`config.mk`:
```
export PLATFORM = sky130hd
export DESIGN_NAME = pwm_multi_gen
export DESIGN_NICKNAME = d
export VERILOG_FILES = /design/src/rtl/pwm_pkg.sv /design/src/rtl/pwm_channel_cmp.sv /design/src/rtl/pwm_multi_gen.sv
export SDC_FILE = /design/constraint.sdc
export NUM_CORES = 1
export LEC_CHECK = 0
export CORE_ASPECT_RATIO = 1.25
export CORE_MARGIN = 2
export CORE_UTILIZATION = 50
export CTS_CLUSTER_SIZE = 20
export DETAILED_ROUTE_END_ITERATION = 7
export PLACE_DENSITY = 0.77
export RECOVER_POWER = 100
export SYNTH_ARGS = -nofsm -noshare
export SYNTH_HDL_FRONTEND = slang
export SYNTH_SLANG_ARGS = --single-unit
```
`constraint.sdc`:
```
create_clock -name clk -period 10 [get_ports clk]
set_input_delay 2 -clock clk [delete_from_list [all_inputs] [get_ports clk]]
set_output_delay 2 -clock clk [all_outputs]
set_load 0.05 [all_outputs]
```
`src/rtl/pwm_pkg.sv`:
```
// -----------------------------------------------------------------------------
// pwm_pkg
// Shared definitions for the multi-channel PWM generator:
//   - channel function (mode) codes as driven on cfg_func
//   - timebase FSM state type
// The per-channel config struct depends on WIDTH, so it is declared inside
// pwm_multi_gen where WIDTH is known.
// -----------------------------------------------------------------------------
package pwm_pkg;

  localparam logic [1:0] FUNC_ALIGN_LEFT  = 2'b00;
  localparam logic [1:0] FUNC_ALIGN_RIGHT = 2'b01;
  localparam logic [1:0] FUNC_RANGE       = 2'b10;
  localparam logic [1:0] FUNC_OFF         = 2'b11;

  typedef enum logic {
    ST_IDLE = 1'b0,
    ST_RUN  = 1'b1
  } pwm_state_e;

endpackage

```
`src/rtl/pwm_channel_cmp.sv`:
```
// -----------------------------------------------------------------------------
// pwm_channel_cmp
// Combinational mode compare for one PWM channel. Produces the raw (pre-
// polarity) level for the current timebase count. All compares unsigned.
// Ports:
//   i_func   channel mode (ALIGN_LEFT / ALIGN_RIGHT / RANGE / OFF)
//   i_cmp1   compare value 1
//   i_cmp2   compare value 2 (RANGE mode only)
//   i_period active period (ALIGN_RIGHT upper bound)
//   i_cnt    current timebase count
//   o_raw    raw channel level
// -----------------------------------------------------------------------------
module pwm_channel_cmp
  import pwm_pkg::*;
#(
  parameter int unsigned WIDTH = 8
) (
  input  logic [1:0]       i_func,
  input  logic [WIDTH-1:0] i_cmp1,
  input  logic [WIDTH-1:0] i_cmp2,
  input  logic [WIDTH-1:0] i_period,
  input  logic [WIDTH-1:0] i_cnt,
  output logic             o_raw
);

  logic [WIDTH-1:0] w_lo;
  logic [WIDTH-1:0] w_hi;

  always_comb begin
    // RANGE accepts the two compares in either order
    w_lo  = (i_cmp1 < i_cmp2) ? i_cmp1 : i_cmp2;
    w_hi  = (i_cmp1 < i_cmp2) ? i_cmp2 : i_cmp1;
    o_raw = 1'b0;
    case (i_func)
      FUNC_ALIGN_LEFT:  o_raw = (i_cmp1 != '0) && (i_cnt <= i_cmp1);
      FUNC_ALIGN_RIGHT: o_raw = (i_cnt >= i_cmp1) && (i_cnt <= i_period);
      FUNC_RANGE:       o_raw = (w_lo != w_hi) && (i_cnt >= w_lo) && (i_cnt < w_hi);
      FUNC_OFF:         o_raw = 1'b0;
      default:          o_raw = 1'b0;
    endcase
  end

endmodule

```
`src/rtl/pwm_multi_gen.sv`:
```
// -----------------------------------------------------------------------------
// pwm_multi_gen
// Multi-channel PWM generator with a prescaled timebase. Period and per-channel
// config are double-buffered: writes land in shadow registers and are copied
// to the active set only at a period wrap (or continuously while idle).
// Ports:
//   clk, rst       clock, asynchronous active-high reset
//   en             global enable (low holds timebase idle)
//   prescale       counter advances every prescale+1 clocks
//   period_wr      shadow period write strobe, data in period_wdata
//   cfg_we         channel config write strobe; cfg_ch selects channel
//   cfg_func/cmp1/cmp2/pol  channel config write data
//   counter_val    current timebase count
//   period_end     one-clock pulse when the counter wraps to 0
//   cfg_pending    shadow holds data not yet loaded into active
//   pwm_out        registered PWM outputs, one per channel
// -----------------------------------------------------------------------------
module pwm_multi_gen
  import pwm_pkg::*;
#(
  parameter int unsigned WIDTH      = 8,
  parameter int unsigned CHANNELS   = 4,
  parameter int unsigned PRESCALE_W = 8
) (
  input  logic                                           clk,
  input  logic                                           rst,
  input  logic                                           en,
  input  logic [PRESCALE_W-1:0]                          prescale,
  input  logic                                           period_wr,
  input  logic [WIDTH-1:0]                               period_wdata,
  input  logic                                           cfg_we,
  input  logic [((CHANNELS > 1) ? $clog2(CHANNELS) : 1)-1:0] cfg_ch,
  input  logic [1:0]                                     cfg_func,
  input  logic [WIDTH-1:0]                               cfg_cmp1,
  input  logic [WIDTH-1:0]                               cfg_cmp2,
  input  logic                                           cfg_pol,
  output logic [WIDTH-1:0]                               counter_val,
  output logic                                           period_end,
  output logic                                           cfg_pending,
  output logic [CHANNELS-1:0]                            pwm_out
);

  typedef struct packed {
    logic [1:0]       func;
    logic [WIDTH-1:0] cmp1;
    logic [WIDTH-1:0] cmp2;
    logic             pol;
  } ch_cfg_t;

  pwm_state_e            r_state;
  logic [PRESCALE_W-1:0] r_presc;
  logic [WIDTH-1:0]      r_counter;
  logic                  r_period_end;
  logic                  r_pending;
  logic [WIDTH-1:0]      r_sh_period;
  logic [WIDTH-1:0]      r_act_period;
  ch_cfg_t               r_sh_cfg  [CHANNELS];
  ch_cfg_t               r_act_cfg [CHANNELS];
  logic [CHANNELS-1:0]   r_pwm;

  ch_cfg_t               w_new_cfg;
  logic                  w_cfg_hit;
  logic                  w_any_wr;
  logic                  w_tick;
  logic                  w_wrap;
  logic [CHANNELS-1:0]   w_raw;

  always_comb begin
    w_new_cfg.func = cfg_func;
    w_new_cfg.cmp1 = cfg_cmp1;
    w_new_cfg.cmp2 = cfg_cmp2;
    w_new_cfg.pol  = cfg_pol;
  end

  assign w_cfg_hit = cfg_we && (32'(cfg_ch) < CHANNELS);
  assign w_any_wr  = period_wr || w_cfg_hit;
  assign w_tick    = (r_presc == prescale);
  // >= so that a period shrunk below the running count (or period 0) still wraps
  assign w_wrap    = w_tick && (r_counter >= r_act_period);

  // Shadow registers: written from the config interface in any state.
  always_ff @(posedge clk or posedge rst) begin
    if (rst) begin
      r_sh_period <= '0;
      for (int unsigned i = 0; i < CHANNELS; i++) begin
        r_sh_cfg[i] <= '0;
      end
    end else begin
      if (period_wr) r_sh_period <= period_wdata;
      if (w_cfg_hit) r_sh_cfg[cfg_ch] <= w_new_cfg;
    end
  end

  // Timebase FSM with active-register loading.
  always_ff @(posedge clk or posedge rst) begin
    if (rst) begin
      r_state      <= ST_IDLE;
      r_presc      <= '0;
      r_counter    <= '0;
      r_period_end <= 1'b0;
      r_pending    <= 1'b0;
      r_act_period <= '0;
      for (int unsigned i = 0; i < CHANNELS; i++) begin
        r_act_cfg[i] <= '0;
      end
    end else begin
      r_period_end <= 1'b0;
      case (r_state)
        ST_IDLE: begin
          r_presc      <= '0;
          r_counter    <= '0;
          r_act_period <= r_sh_period;
          r_act_cfg    <= r_sh_cfg;
          r_pending    <= 1'b0;
          if (en) r_state <= ST_RUN;
        end
        ST_RUN: begin
          if (!en) begin
            r_state   <= ST_IDLE;
            r_presc   <= '0;
            r_counter <= '0;
            r_pending <= r_pending | w_any_wr;
          end else if (w_tick) begin
            r_presc <= '0;
            if (w_wrap) begin
              r_counter    <= '0;
              r_period_end <= 1'b1;
              // active takes the pre-edge shadow; a same-cycle write stays pending
              r_act_period <= r_sh_period;
              r_act_cfg    <= r_sh_cfg;
              r_pending    <= w_any_wr;
            end else begin
              r_counter <= r_counter + 1'b1;
              r_pending <= r_pending | w_any_wr;
            end
          end else begin
            r_presc   <= r_presc + 1'b1;
            r_pending <= r_pending | w_any_wr;
          end
        end
        default: r_state <= ST_IDLE;
      endcase
    end
  end

  for (genvar g = 0; g < int'(CHANNELS); g++) begin : g_ch
    pwm_channel_cmp #(
      .WIDTH (WIDTH)
    ) u_cmp (
      .i_func   (r_act_cfg[g].func),
      .i_cmp1   (r_act_cfg[g].cmp1),
      .i_cmp2   (r_act_cfg[g].cmp2),
      .i_period (r_act_period),
      .i_cnt    (r_counter),
      .o_raw    (w_raw[g])
    );
  end

  // Outputs lag counter_val by one clock; idle forces raw low so pins sit at pol.
  always_ff @(posedge clk or posedge rst) begin
    if (rst) begin
      r_pwm <= '0;
    end else begin
      for (int unsigned i = 0; i < CHANNELS; i++) begin
        r_pwm[i] <= ((r_state == ST_RUN) && w_raw[i]) ^ r_act_cfg[i].pol;
      end
    end
  end

  assign counter_val = r_counter;
  assign period_end  = r_period_end;
  assign cfg_pending = r_pending;
  assign pwm_out     = r_pwm;

endmodule

```
# [Yosys cells after proc, flatten, opt, wreduce, memory -nomap -nowiden]
# Cells that the tools add are included.
[word_totals] mem_bits_ro=0 latch_bits=0 ramBits=0 elab_cells=165 output_inout_bits=14 n_memories=0 ff_bits=191
[op_classes] n_shift=0 bitwise_logic=7 add_sub_neg=2 multipliers=0 muxes=39 eq_ne=21 reduce_logical=32 n_lt_le_gt_ge=24 div_mod_pow=0
[op_table] op="2-to-1 mux 76 bit" n=3
[op_table] op="case mux 76 bit (2 select lines)" n=1
[op_table] op="2-to-1 mux 8 bit" n=16
[op_table] op="bitwise mux 76 bit" n=1
[op_table] op=">= comparator 8 bit" n=9
[op_table] op="< comparator 8 bit" n=8
[op_table] op="case mux 8 bit (2 select lines)" n=3
[op_table] op="<= comparator 8 bit" n=5
[op_table] op="demux 19 bit (select 2 bit)" n=1
[op_table] op="!= test 8 bit" n=4
[op_table] op="nonzero test 8 bit" n=4
[op_table] op="logical AND 1 bit" n=22
[op_table] op="2-to-1 mux 19 bit" n=1
[op_table] op="adder 8 x 1 -> 8 bit, second input constant" n=2
[op_table] op="== test 2 bit, second input constant" n=8
[op_table] op="case mux 1 bit (4 select lines)" n=4
[op_table] op="== test 2 x 1 -> 1 bit, second input constant" n=4
[op_table] op="== test 8 bit" n=1
[op_table] op="zero test 2 bit" n=4
[op_table] op="2-to-1 mux 1 bit" n=8
[op_table] op="!= test 2 x 1 -> 1 bit, second input constant" n=2
[op_table] op="bitwise XOR 1 bit" n=4
[op_table] op=">= comparator 3 bit, second input constant" n=1
[op_table] op="< comparator 3 x 1 -> 1 bit, second input constant" n=1
[op_table] op="other kinds (8)" n=8

# [Depth between registers and ports, before layout]
# Gate-level depths: netlist of the first run.
[depth] ltp_word=8 ltp_mapped=17 depth_no_buf=16

# [Cells and area by module]
# From an unflattened synthesis of the first run, not the netlist that was laid out.
[unflattened] hier_cells=1164 area_unflattened_um2=12467.0
[by_module_without_submodules] mod="pwm_multi_gen" n_inst=1 seq_area_each_um2=4779.6 cells_each=504 area_per_inst_um2=7866.3
[by_module_without_submodules] mod="pwm_channel_cmp (g_ch[0].u_cmp ...)" n_inst=3 seq_area_each_um2=0.0 cells_each=165 area_per_inst_um2=1149.9
[by_module_without_submodules] mod="pwm_channel_cmp (g_ch[3].u_cmp)" n_inst=1 seq_area_each_um2=0.0 cells_each=165 area_per_inst_um2=1151.1

# [Worst setup path before layout of the first run]
# Ideal clock, no wire load.
[synth_timing] kind="input -> register" startpoint="input port prescale[2]" endpoint="register r_act_cfg[10] (netlist bit)" required_ps=9875 path_slack_ps=6546 setup_time_ps=125 arrival_time_ps=3329 path_stages=8 path_cell_list="xnor2_1 nand4_1 nor2_2 o21ai_4 o21ai_2 buf_6 buf_12 mux2_4"
[synth_between] elab_chain_len=4 elab_cells_between_ends=5 cone_classes="eq/ne (3); reduce/logical (2)"
[synth_rtl] item="start, declared" line="pwm_multi_gen.sv:28" source="input logic [PRESCALE_W-1:0] prescale,"
[synth_rtl] item="== test 8 bit (*)" line="pwm_multi_gen.sv:77" source="assign w_tick = (r_presc == prescale);"
[synth_rtl] item="logical AND 1 bit" line="pwm_multi_gen.sv:79" source="assign w_wrap = w_tick && (r_counter >= r_act_period);"
[synth_rtl] item="!= test 2 x 1 -> 1 bit (no line)"
[synth_rtl] item="AND reduction 3 bit (no line) (*)"
[synth_rtl] item="end signal, assigned" line="pwm_multi_gen.sv:113" source="r_act_cfg <= r_sh_cfg;"
[synth_rtl] item="end signal, assigned" line="pwm_multi_gen.sv:130" source="r_act_cfg <= r_sh_cfg;"
[synth_rtl] item="end, declared" line="pwm_multi_gen.sv:58" source="ch_cfg_t r_act_cfg [CHANNELS];"
# Every way passes the cells marked *; elsewhere a longest branch is shown, timed or not.
# A chain may end at the register's enable or synchronous reset.

==> summary.md, run 1 <==
The flow ran to the end, but the final reports show violations. The final reports fail on capacitance limit, slew limit. The number of antenna violations at the first check in global routing came out at 0.

Most frequently used flop master after synthesis: dfrtp_1. The maximum root-to-sink buffer count is 2, and the data arrival at the endpoint of the critical path is 5.87 ns. The total power density per cell area was 207 nW/um^2; the cell count after synthesis was 1030. The number of nets in the synthesized netlist is 1206. Setup violations remaining at the end of the flow were counted as 0.

After synthesis the netlist holds a flip-flop and latch count of 191. Setup repair after global routing left no endpoint under its margin. The fmax was 0.157 GHz. The logs give 138 for the pin count of the biggest net entering global routing and 56 for the total I/O pin count. The largest individual stage delay along the critical path comes from the cell clkinvlp_2. In this run the remaining antenna-violating nets after routing total 0. Sorting the synthesized cells by how often they occur yields dfrtp_1 (191), ha_1 (134), mux2_2 (109), nor2_1 (92), a21oi_1 (90). After clock tree synthesis, the clock-pin slew on the worst setup and hold paths is 0.08 ns. For this run, the number of Yosys warnings is 0. In the final routed layout, each cell accounts on average for 19.4 microns. The tools report the leakage power figure as 5.90 nW.

Count of max-cap constraint violations: 1. Between clock sinks in the finished design, the worst skew comes to 0.0101 ns. Sort of element at the start of the critical path: a primary input.

The run gives 0 as the count of final hold-check violations. The setup path with the least slack is of type primary input to asynchronous set/reset pin. The worst slew margin relative to its limit was -289%. Summed over all nets, the half-perimeter wirelength after detailed placement is 18.5 mm. On the critical path the largest part of the delay comes from buffers and inverters. The total CTS buffers was 17; the number of unique standard cell types used by synthesis was 50. Buffers placed on the I/O ports in this run total 55. The die outline area is 24300 sq um.

The number of detailed-route iterations in the first pass is 5, and the fraction of synthesized cell area taken by the top area cell type is 41.5%. The data required time of the critical path is 9.50 ns. For this run, asynchronously set or reset flops after synthesis account for 100%. Clock tree synthesis selected as its root buffer the cell clkbuf_16. The tools report the sum of overflow across all layers after global routing as 0. The post-cts gate resize count is 0. Number of global-route vias before repair: 8129. The biggest area contributor in the post-synthesis netlist is dfrtp_1. TritonCTS built the clock tree. After layout, the minimum clock period comes to 6.36 ns.

The final layout contains 1259 nets. The worst-case IR drop observed on VDD is 0.132 mV. For this run, design rule violations remaining after detail routing come to 0.

The number of enable flip-flop cells after synthesis was 0. Once the floorplan was initialized, standard cells occupied 50.5% of the core. The standard cell area after detailed placement was 12300 sq um; the die span in y was 174 microns. The final number of max-transition violations is 138.

The clock net in this run drives a total of 191 sinks. The core outline area was 22800 sq um; the post-route standard cell area excluding fillers was 12700 sq um. In the post-synthesis netlist, the biggest area contributors are dfrtp_1 (41%), ha_1 (15%), mux2_2 (11%), mux2_4 (7.8%), a21oi_1 (3.9%). The endpoint kind of the worst setup timing path is an asynchronous set/reset pin. The final critical-path share of the clock period was 63.6%; the transition time at the pin with the least slew margin was 5.80 ns.

A synthesized cell averages 11.2 sq um. Detailed router's first-iteration violation count: 678. The library cell with the highest instance count after synthesis is dfrtp_1. The worst hold-check path type is flip-flop to flip-flop. The H-tree was split into 4 levels.

Sequential cells were found to cover 41.5% of the synthesized design area. Dividing the detail-routed via count by the number of cells gives 5.93. The synthesized cell area was 11500 sq um; the share of cells above drive strength 1 was 14.1%. Setup TNS after final layout: 0 ns. The clock reaches the later pin of the worst-skew pair after 0.45 ns. For this block, the routed nets add up to 26.8 mm of wire. The critical path contains buffers and inverters numbering 2 combined. In this run the core area contains 62 standard-cell rows. Global routing consumed, over all layers together, 22.3% of the routing resources. The maximum single-stage delay on the critical path is 3.18 ns.

0 antenna diodes ended up in the layout. The floorplan die width is 140 microns. In this run the worst path has a maximum fanout of 137. For this design, the CTS-stage hold fixing added 0 buffers. The number of setup buffers added after CTS is 0. The area growth from synthesis to layout is 10.1%. The first global-routing pass estimated 42.5 mm of wire. The signal on the critical path passes through dlygate4sd3_1 > clkinvlp_2. The logs give 0.875 for the final weighted congestion of routability-driven global placement and 8211 for the total via count after detailed routing.
==> flip-flops by register name (all words and copies together), names as in the netlist <==
signal,count
r_act_cfg,76
r_sh_cfg,76
counter_val,8
r_act_period,8
r_presc,8
r_sh_period,8
pwm_out,4
cfg_pending,1
period_end,1
r_state,1
==> power breakdown <==
group / internal, W / total, W / switching (W)
Combinational: 0.000384 / 0.000867 / 0.000483
Clock: 0.000347 / 0.000699 / 0.000352
Sequential: 0.000920 / 0.00106 / 0.000141
Total: 0.00165 / 0.00263 / 0.000976
==> worst register-to-register path, delay by kind of cell (launching register included) <==
family	cells	cell delay, ns
AOI/OAI and AO/OA	2	0.96
adders and majority gates	1	0.40
buffers and inverters	2	1.22
DFF	1	0.65
muxes	1	0.47
and+or+nand+nor	3	0.47
==> cell type report <==
| cell class | instances | area, sq um |
|---|---|---|
| clock inverter | 15 | 209 |
| sequential | 191 | 4780 |
| timing repair buffer | 65 | 622 |
| inverter | 76 | 287 |
| multi-input combinational | 732 | 6010 |
| fill | 1955 | 10100 |
| tap | 288 | 360 |
| clock buffer | 17 | 425 |
==> cell families (layout without fill, tap and decap cells) <==
logic type | count (synthesis) | after routing | share of synthesized area [%]
AO/OA/AOI/OAI | 186 | 186 | 10.1
flip-flops | 191 | 191 | 41.5
adder cells (fa/ha/maj) | 134 | 134 | 14.5
multiplexers | 170 | 170 | 18.5
XOR/XNOR | 22 | 22 | 1.67
buffers and inverters | 107 | 173 | 4.47
AND/OR/NAND/NOR | 220 | 220 | 9.17
==> cell usage in the layout (no fill, tap or decap), types with 7 or more instances in the layout <==
cell               n
clkdlybuf4s50_1   36
buf_4              9
nand3_1           18
ha_1             134
inv_1             75
nor2_1            93
a21oi_1           90
nor4_1             8
mux2_1            59
dlygate4sd3_1     19
nand2_1           25
a31oi_1            8
dfrtp_1          191
o21ai_0           21
xor2_1             8
xnor2_1           14
nand4_1           30
nor2b_1           12
clkinv_8           7
o211ai_1          12
clkbuf_16         17
mux2_2           108
nor3_1            11
o21a_1             9
==> path summary, 6_finish.rpt <==
path	startpoint	end	slack (ns)	cells past startpoint
worst min-delay path	r_sh_period[2]$_DFFE_PP0P_	r_act_period[2]$_DFFE_PP0P_	0.49	1
worst max-delay path	rst	r_sh_cfg[50]$_DFFE_PP0P_	3.64	2
worst min register to register	r_sh_period[2]$_DFFE_PP0P_	r_act_period[2]$_DFFE_PP0P_	0.49	1
worst max register to register	counter_val[0]$_DFFE_PP0P_	r_act_cfg[26]$_DFFE_PP0P_	5.71	9
min in group asynchronous	rst	r_sh_cfg[71]$_DFFE_PP0P_	3.80	2
max in group clk	prescale[0]	r_act_cfg[26]$_DFFE_PP0P_	5.05	8
==> stage by stage <==
stage | hold slack (ns) | cells | worst slack (ns) | util (%) | total power (W)
2_1_floorplan | 0.442 | 1030 | 2.80 | - | 0.00175
5_1_grt | 0.508 | 1384 | 2.54 | 55.6 | 0.00280
4_1_cts | 0.498 | 1384 | 5.07 | 56.7 | 0.00269
3_3_place_gp | 0.465 | 1352 | 4.67 | 53.9 | 0.00193
6_report | 0.493 | 1384 | 3.64 | 55.6 | 0.00263
3_5_place_dp | 0.479 | 1352 | 4.63 | 53.9 | 0.00198
==> per-layer routing <==
metal	GRT usage (%)	part of all wire (%)	up-vias
met5	0	0	-
met1	27.5	42	4077
li1	-	-	3840
met3	2.98	3.8	71
met2	37.7	49	223
met4	12.2	5.4	0
Note: power is estimated with default switching activity, not from simulation.
==> run 2, diff against run 1 <==
- clock period: 10 -> 6.1 ns (I/O delays scaled with it)
==> run 2 against run 1 <==
The run still ends with capacitance limit, slew limit left; sequential power grew 63%; critical path depth grew 1; cell area is essentially flat; non-clock buffer count is the same; utilization is essentially flat; sequential cell count is the same; routed wire length grew 0.95%; critical endpoint is now r_sh_cfg[54]$_DFFE_PP0P_.
==> summary.md, run 2 (synthesis gave the netlist of run 1 again) <==
The floorplan die width works out to 140 microns. The run gives -70.4% as the worst slew margin relative to its limit. Clock-pin slew was measured on the worst setup and hold paths at 0.07 ns. The count of cells along the worst register-to-register path is 16, and the logic gate share of total power is 33.2%. The post-route standard cell area excluding fillers is 12700 sq um. The logs give 27.1 mm for the final routed wirelength across all metal layers and 1 for the count of max-cap constraint violations.

Clock tree synthesis selected as its root buffer the cell clkbuf_16. The fmax is 0.264 GHz, and the detailed-route vias per instance is 5.88. The total via count after detailed routing is 8133, and the final weighted congestion of routability-driven global placement is 0.935. The number of antenna violations at the first check in global routing is 1.

The initial core utilization came out at 50.5%. The largest registers in the layout are r_act_cfg x76, r_sh_cfg x76. The layout overhead on the synthesized area came out at 10.0%. The critical path is of the primary input to asynchronous set/reset pin type. TritonCTS built the clock tree. Counting I/O delays and the setup requirement, the final critical path takes 3.78 ns.

Hold timing on the final database bottoms out at a slack of 0.475 ns. The later pin in the worst-skew pair is clocked with a latency of 0.45 ns. The final critical-path share of the clock period works out to 62.0%. Of the total power, the share spent switching nets is 37.2%. The critical path starts at rst. The number of global-route vias before repair came out at 8305. The internal power contribution came out at 0.00269 W. STA classifies the critical path startpoint as a primary input. For the power share of the clock group, the log shows 26.5%. The tools report the sum of overflow across all layers after global routing as 0. The die is 174 microns tall. After clock tree synthesis, the flow added hold-fix buffers numbering 0.

During I/O placement, the number of pins put on the boundary was 56. Gates resized during post-CTS repair numbered 0. The number of instances on the worst hold path was 1. After floorplanning, the core was sized to cover 22800 sq um.

The leakage power figure was 5.90 nW; the global-route usage over all layers was 22.8%. Once placement finished, the instance area stood at 12300 sq um. Entering global routing, the biggest net connects 192 pins.

The run gives 191 as the number of clock sinks. The final layout net count is 1259, and the maximum fanout count along the critical path is 191. The transition time at the pin with the least slew margin is 2.56 ns. The final routed wire length divided by cell count was 19.6 microns; the highest ir drop seen on vdd was 0.232 mV. The run gives 24300 sq um as the die outline area. The final reports fail on capacitance limit, slew limit. The run gives 0 as the buffer count from post-CTS setup fixing. Final number of max-transition violations: 192. For the worst setup path, the data required time is 6.11 ns.

Power spread over the standard cell area amounts to 338 nW/um^2. The diode insertion count for antenna repair is 0. The tools report the setup clock skew after layout as 0.0163 ns. Origin of the critical flop-to-flop path: r_act_cfg[2]$_DFFE_PP0P_. The count of final hold-check violations came out at 0.

The run finished, with violations left. In this run the remaining antenna-violating nets after routing total 0. For the register share of total power, the log shows 40.3%.

The tools report the end point of the most critical hold path as pwm_out[2]$_DFF_PP0_. For flop-to-flop paths, the worst setup slack is 2.32 ns. Setup TNS after final layout: 0 ns.

Leaving out fill and tap cells, the most frequent cell in the layout is dfrtp_1. Total CTS buffers: 17. For the number of placement rows, the log shows 62.

The path class of the tightest hold or removal check is flip-flop to flip-flop. The analysis attributes to net switching a power of 0.00159 W. The terminus of the critical flop-to-flop path is pwm_out[3]$_DFF_PP0_. Once layout is complete, the utilization of the core stands at 55.6%. The count of port buffers added during placement is 55, and the maximum root-to-sink buffer count is 2.

The sum of net half-perimeters after detailed placement is 18.5 mm. The tools report the final-report setup violation count as 0. Data arrives at the worst endpoint at 3.79 ns. Setup repair after global routing left no endpoint under its margin.

The run gives 0 as the DRC violations left. The startpoint identified for the worst hold timing path is r_act_cfg[19]$_DFFE_PP0P_. The worst setup path is captured at an asynchronous set/reset pin.

The number of detailed-route iterations in the first pass was 5. In the layout the commonest cells are dfrtp_1 (191), ha_1 (134), mux2_2 (109). The first global-routing pass estimated 43.2 mm of wire.

The run gives 4 as the count of H-tree levels built during CTS. For this block, the initial DRC count from the detailed router was 511. The share of cells above drive strength 1 came out at 14.1%.
## run 2: power groups by stage
stage	clock network, W	logic (W)	registers [W]
3_5_place_dp	0	0.00149	0.00175
4_1_cts	0.00116	0.00150	0.00173
2_1_floorplan	0	0.00116	0.00171
5_1_grt	0.00121	0.00161	0.00176
3_3_place_gp	0	0.00143	0.00174
6_report	0.00114	0.00142	0.00173
## run 2: metal layers
layer	track usage (%)	part of all wire [%]	vias to the layer above
met2	38.3	48	195
met3	4.14	4.5	80
li1	-	-	3836
met5	0	0.048	-
met4	10.6	4.6	2
met1	28.5	43	4020
## run 2: worst max-delay path by stage
stage / end / cells after the start
3_5_place_dp: pwm_out[3]$_DFF_PP0_ / 16
2_1_floorplan: cfg_pending$_DFF_PP0_ / 1
3_3_place_gp: pwm_out[1]$_DFF_PP0_ / 16
6_report: r_sh_cfg[54]$_DFFE_PP0P_ / 3
5_1_grt: pwm_out[3]$_DFF_PP0_ / 3
4_1_cts: pwm_out[3]$_DFF_PP0_ / 16
## run 2: critical path, cell delays in order
cell and delay (ns):
dlygate4sd3_1 0.57, clkinvlp_4 0.07, clkbuf_4 1.74
## run 2: stage by stage
step	setup slack (ns)	power (W)	std cells
final	2.32	0.00429	1384
after global routing	1.69	0.00458	1384
after CTS	2.35	0.00439	1384
after detailed placement	2.41	0.00324	1352
after global placement	2.56	0.00318	1352
after floorplan	2.42	0.00287	1030
## run 2: area by class of cell
| cell class | instances | area [sq um] |
|---|---|---|
| inverter | 76 | 289 |
| multi-input combinational | 732 | 6000 |
| clock buffer | 17 | 425 |
| fill | 1956 | 10100 |
| timing repair buffer | 65 | 634 |
| tap | 288 | 360 |
| sequential | 191 | 4780 |
| clock inverter | 15 | 194 |
==> run 3, diff against run 2 <==
- PLACE_DENSITY: 0.77 -> 0.8
- clock period: 6.1 -> 3.35 ns (I/O delays scaled with it)
==> run 3 against run 2 <==
The run ends with capacitance limit, slew limit, setup timing left; worst setup slack lost 2.5 ns; cell count grew 4.6%; utilization grew 4.0 points; sequential power grew 82%; routed wire length grew 13%; clock power grew 84%; sequential share of layout area shrank 2.5 points; clock-buffer cell count is the same; critical path type is now flip-flop to flip-flop; largest cell class unchanged.
==> summary.md, run 3 (synthesis gave the netlist of run 1 again) <==
The flow ran to the end, but the final reports show violations. The checks that failed: capacitance limit, slew limit, setup timing. Once detail routing completed, the nets flagged for antenna violations numbered 0. The worst setup path is captured at a flip-flop. Row generation in the floorplan step produced 62 rows. The run gives 0 as the count of final hold-check violations. In the routed design, unresolved DRC markers number 0. In this run, placement finished with an instance count of 1393. Setup violations remaining at the end of the flow were counted as 2.

The run gives 5 as the number of detailed-route iterations in the first pass. In the final routed layout, each cell accounts on average for 21.2 microns. At the end of the flow the core is filled with cells to 59.6%. The first-pass GRT wire length is 45.3 mm, and the global-route usage over all layers is 23.9%. TritonCTS built the clock tree.

The share of cells above drive strength 1 was 25.1%. The number of clock sinks was 191; the detailed-route vias per instance was 6.13. After the first detailed-routing iteration, the DRC count stood at 805. For the sum of net half-perimeters after detailed placement, the log shows 20.4 mm. The largest registers in the layout are r_act_cfg x76, r_sh_cfg x76. For this run, the post-layout net count is 1322. The core outline area was 22800 sq um; the final cell count without fillers was 1447.

From bottom edge to top edge, the die measures 174 microns. Entering global routing, the biggest net connects 49 pins. At the worst endpoint, the required time is 3.71 ns. Measured along the x axis, the die boundary spans 140 microns.

At the later pin of the worst-skew pair, clock insertion delay measures 0.45 ns. Setup repair after global routing could not meet its margin everywhere. The clock tree synthesis step divided the H-tree into 4 levels. Leaving out fill and tap cells, the most frequent cells in the layout are dfrtp_1 (191), ha_1 (130), mux2_2 (107). The data arrival at the endpoint of the critical path was 3.87 ns.

The count of port buffers added during placement is 55. Count of max-cap constraint violations: 1. The worst slew margin relative to its limit came out at -15.8%. The total power draw is 0.00888 W, and the maximum single-stage delay on the critical path is 0.42 ns. The die outline area was 24300 sq um; the sum of overflow across all layers after global routing was 0. Critical path's top delay family: compound AO/OA/AOI/OAI gates.

The total power density per cell area was 654 nW/um^2; the total via count after detailed routing was 8864. The leakage power figure came out at 6.37 nW. After filler insertion, the fill cell instance count of the layout stands at 1803. Total I/O pin count: 56.

Number of antenna violations at the first check in global routing: 0. The critical path goes through inv_1 > ha_1 > a21oi_1 > a21oi_1 > a211o_2 > buf_4 > buf_4 > nor2_1 > a21oi_1 > ha_1 > o2111ai_1 > o2111ai_1 > nand4_1 > a221oi_2 > nand2_1 > o211ai_1. Routability-driven placement finished with a final weighted congestion of 0.928. The clock arrives with 0.0128 ns of skew. The tools report the final routed wirelength across all metal layers as 30.7 mm. The path class of the tightest hold or removal check is flip-flop to flip-flop.

For this design, the CTS-stage hold fixing added 0 buffers. The worst setup path is of the flip-flop to flip-flop kind. Leaving out fill and tap cells, the most frequent cell in the layout is dfrtp_1. The clock passes through at most 2 buffers. The final critical path takes up 105% of the cycle. Of all nets on the critical path, the largest fanout is 8. Registers take 4780 sq um. The final number of max-transition violations is 31. Among the stages of the critical path, the cell type that occurs most often is a21oi_1.

The logs give 8692 for the number of global-route vias before repair and 0 for the diode insertion count for antenna repair. Static timing analysis puts the maximum clock frequency at 0.285 GHz. Worst hold slack: 0.488 ns. Clock root buffer master: clkbuf_16.

After clock tree synthesis, the clock-pin slew on the worst setup and hold paths is 0.08 ns. Relative to the synthesized area, the layout overhead comes to 17.9%. The tools report the sort of element at the start of the critical path as a flip-flop. For this configuration, the core starts out at a cell density of 50.5%.

Post-route minimum period: 3.51 ns. Across the VDD grid, the largest voltage drop is 0.386 mV. At the pin with the least slew margin, the transition time is 1.74 ns.

Slack of the critical path: -0.155 ns. The critical path contains buffers and inverters numbering 3 combined. In the final layout, the multi-input gates occupy 6390 sq um.

The total CTS buffers is 17. The slowest cell on the critical path is dfrtp_1.
[run 3: path summary, 6_finish.rpt]
| kind | slack [ns] | end | startpoint | cells after the start |
|---|---|---|---|---|
| max in group asynchronous | 0.45 | r_act_cfg[25]$_DFFE_PP0P_ | rst | 4 |
| min in group asynchronous | 0.79 | r_sh_period[4]$_DFFE_PP0P_ | rst | 2 |
| setup reg to reg | -0.16 | pwm_out[0]$_DFF_PP0_ | r_act_cfg[61]$_DFFE_PP0P_ | 16 |
| hold reg to reg | 0.49 | pwm_out[3]$_DFF_PP0_ | r_act_cfg[0]$_DFFE_PP0P_ | 1 |
| hold / removal | 0.49 | pwm_out[3]$_DFF_PP0_ | r_act_cfg[0]$_DFFE_PP0P_ | 1 |
| setup / recovery | -0.16 | pwm_out[0]$_DFF_PP0_ | r_act_cfg[61]$_DFFE_PP0P_ | 16 |
[run 3: layout make-up]
class / count / area share [%]
clock buffers: 17 / 3.13
clock inverters: 15 / 1.41
inverters: 76 / 2.11
multi-input cells: 734 / 47.0
flip-flops and latches: 191 / 35.2
well taps: 288 / 2.65
repair buffers: 126 / 8.50
[run 3: worst register-to-register path: stages, from the launching register on]
cell and delay, ns:
dfrtp_1 0.42, inv_1 0.10, ha_1 0.34, a21oi_1 0.16, a21oi_1 0.09, a211o_2 0.38, buf_4 0.17, buf_4 0.14
nor2_1 0.12, a21oi_1 0.06, ha_1 0.30, o2111ai_1 0.17, o2111ai_1 0.25, nand4_1 0.16, a221oi_2 0.27, nand2_1 0.10
o211ai_1 0.19
[run 3: report_power, final]
group | internal [W] | switching [W] | leakage [nW]
clock network | 0.00108 | 0.00102 | 0.300
logic | 0.00177 | 0.00189 | 3.78
registers | 0.00274 | 0.000394 | 2.30
[run 3: routing by layer]
layer	global-route usage (%)	routed length [microns]	vias up
met5	0	0	-
met4	15.2	1980	0
met3	4.70	2000	153
met2	40.4	15000	391
met1	27.7	11800	4340
li1	-	-	3980
[run 3: stage by stage]
stage                     setup WS, ns  setup TNS [ns]  cell area, sq um
after floorplan                  0.184               0             11500
after CTS                      -0.0505         -0.0505             13300
after global placement          0.0413               0             12700
final                           -0.155          -0.164             13600
after detailed placement       -0.0565         -0.0858             12700
after global routing            -0.318           -1.70             13600
[run 3: timing repair]
item | 4_1_cts | 5_1_grt
setup endpoints to repair | 3 | 4
setup buffers | 0 | 14
cloned | 0 | 8
gates resized for setup | 3 | 67
pin swaps | 0 | 47
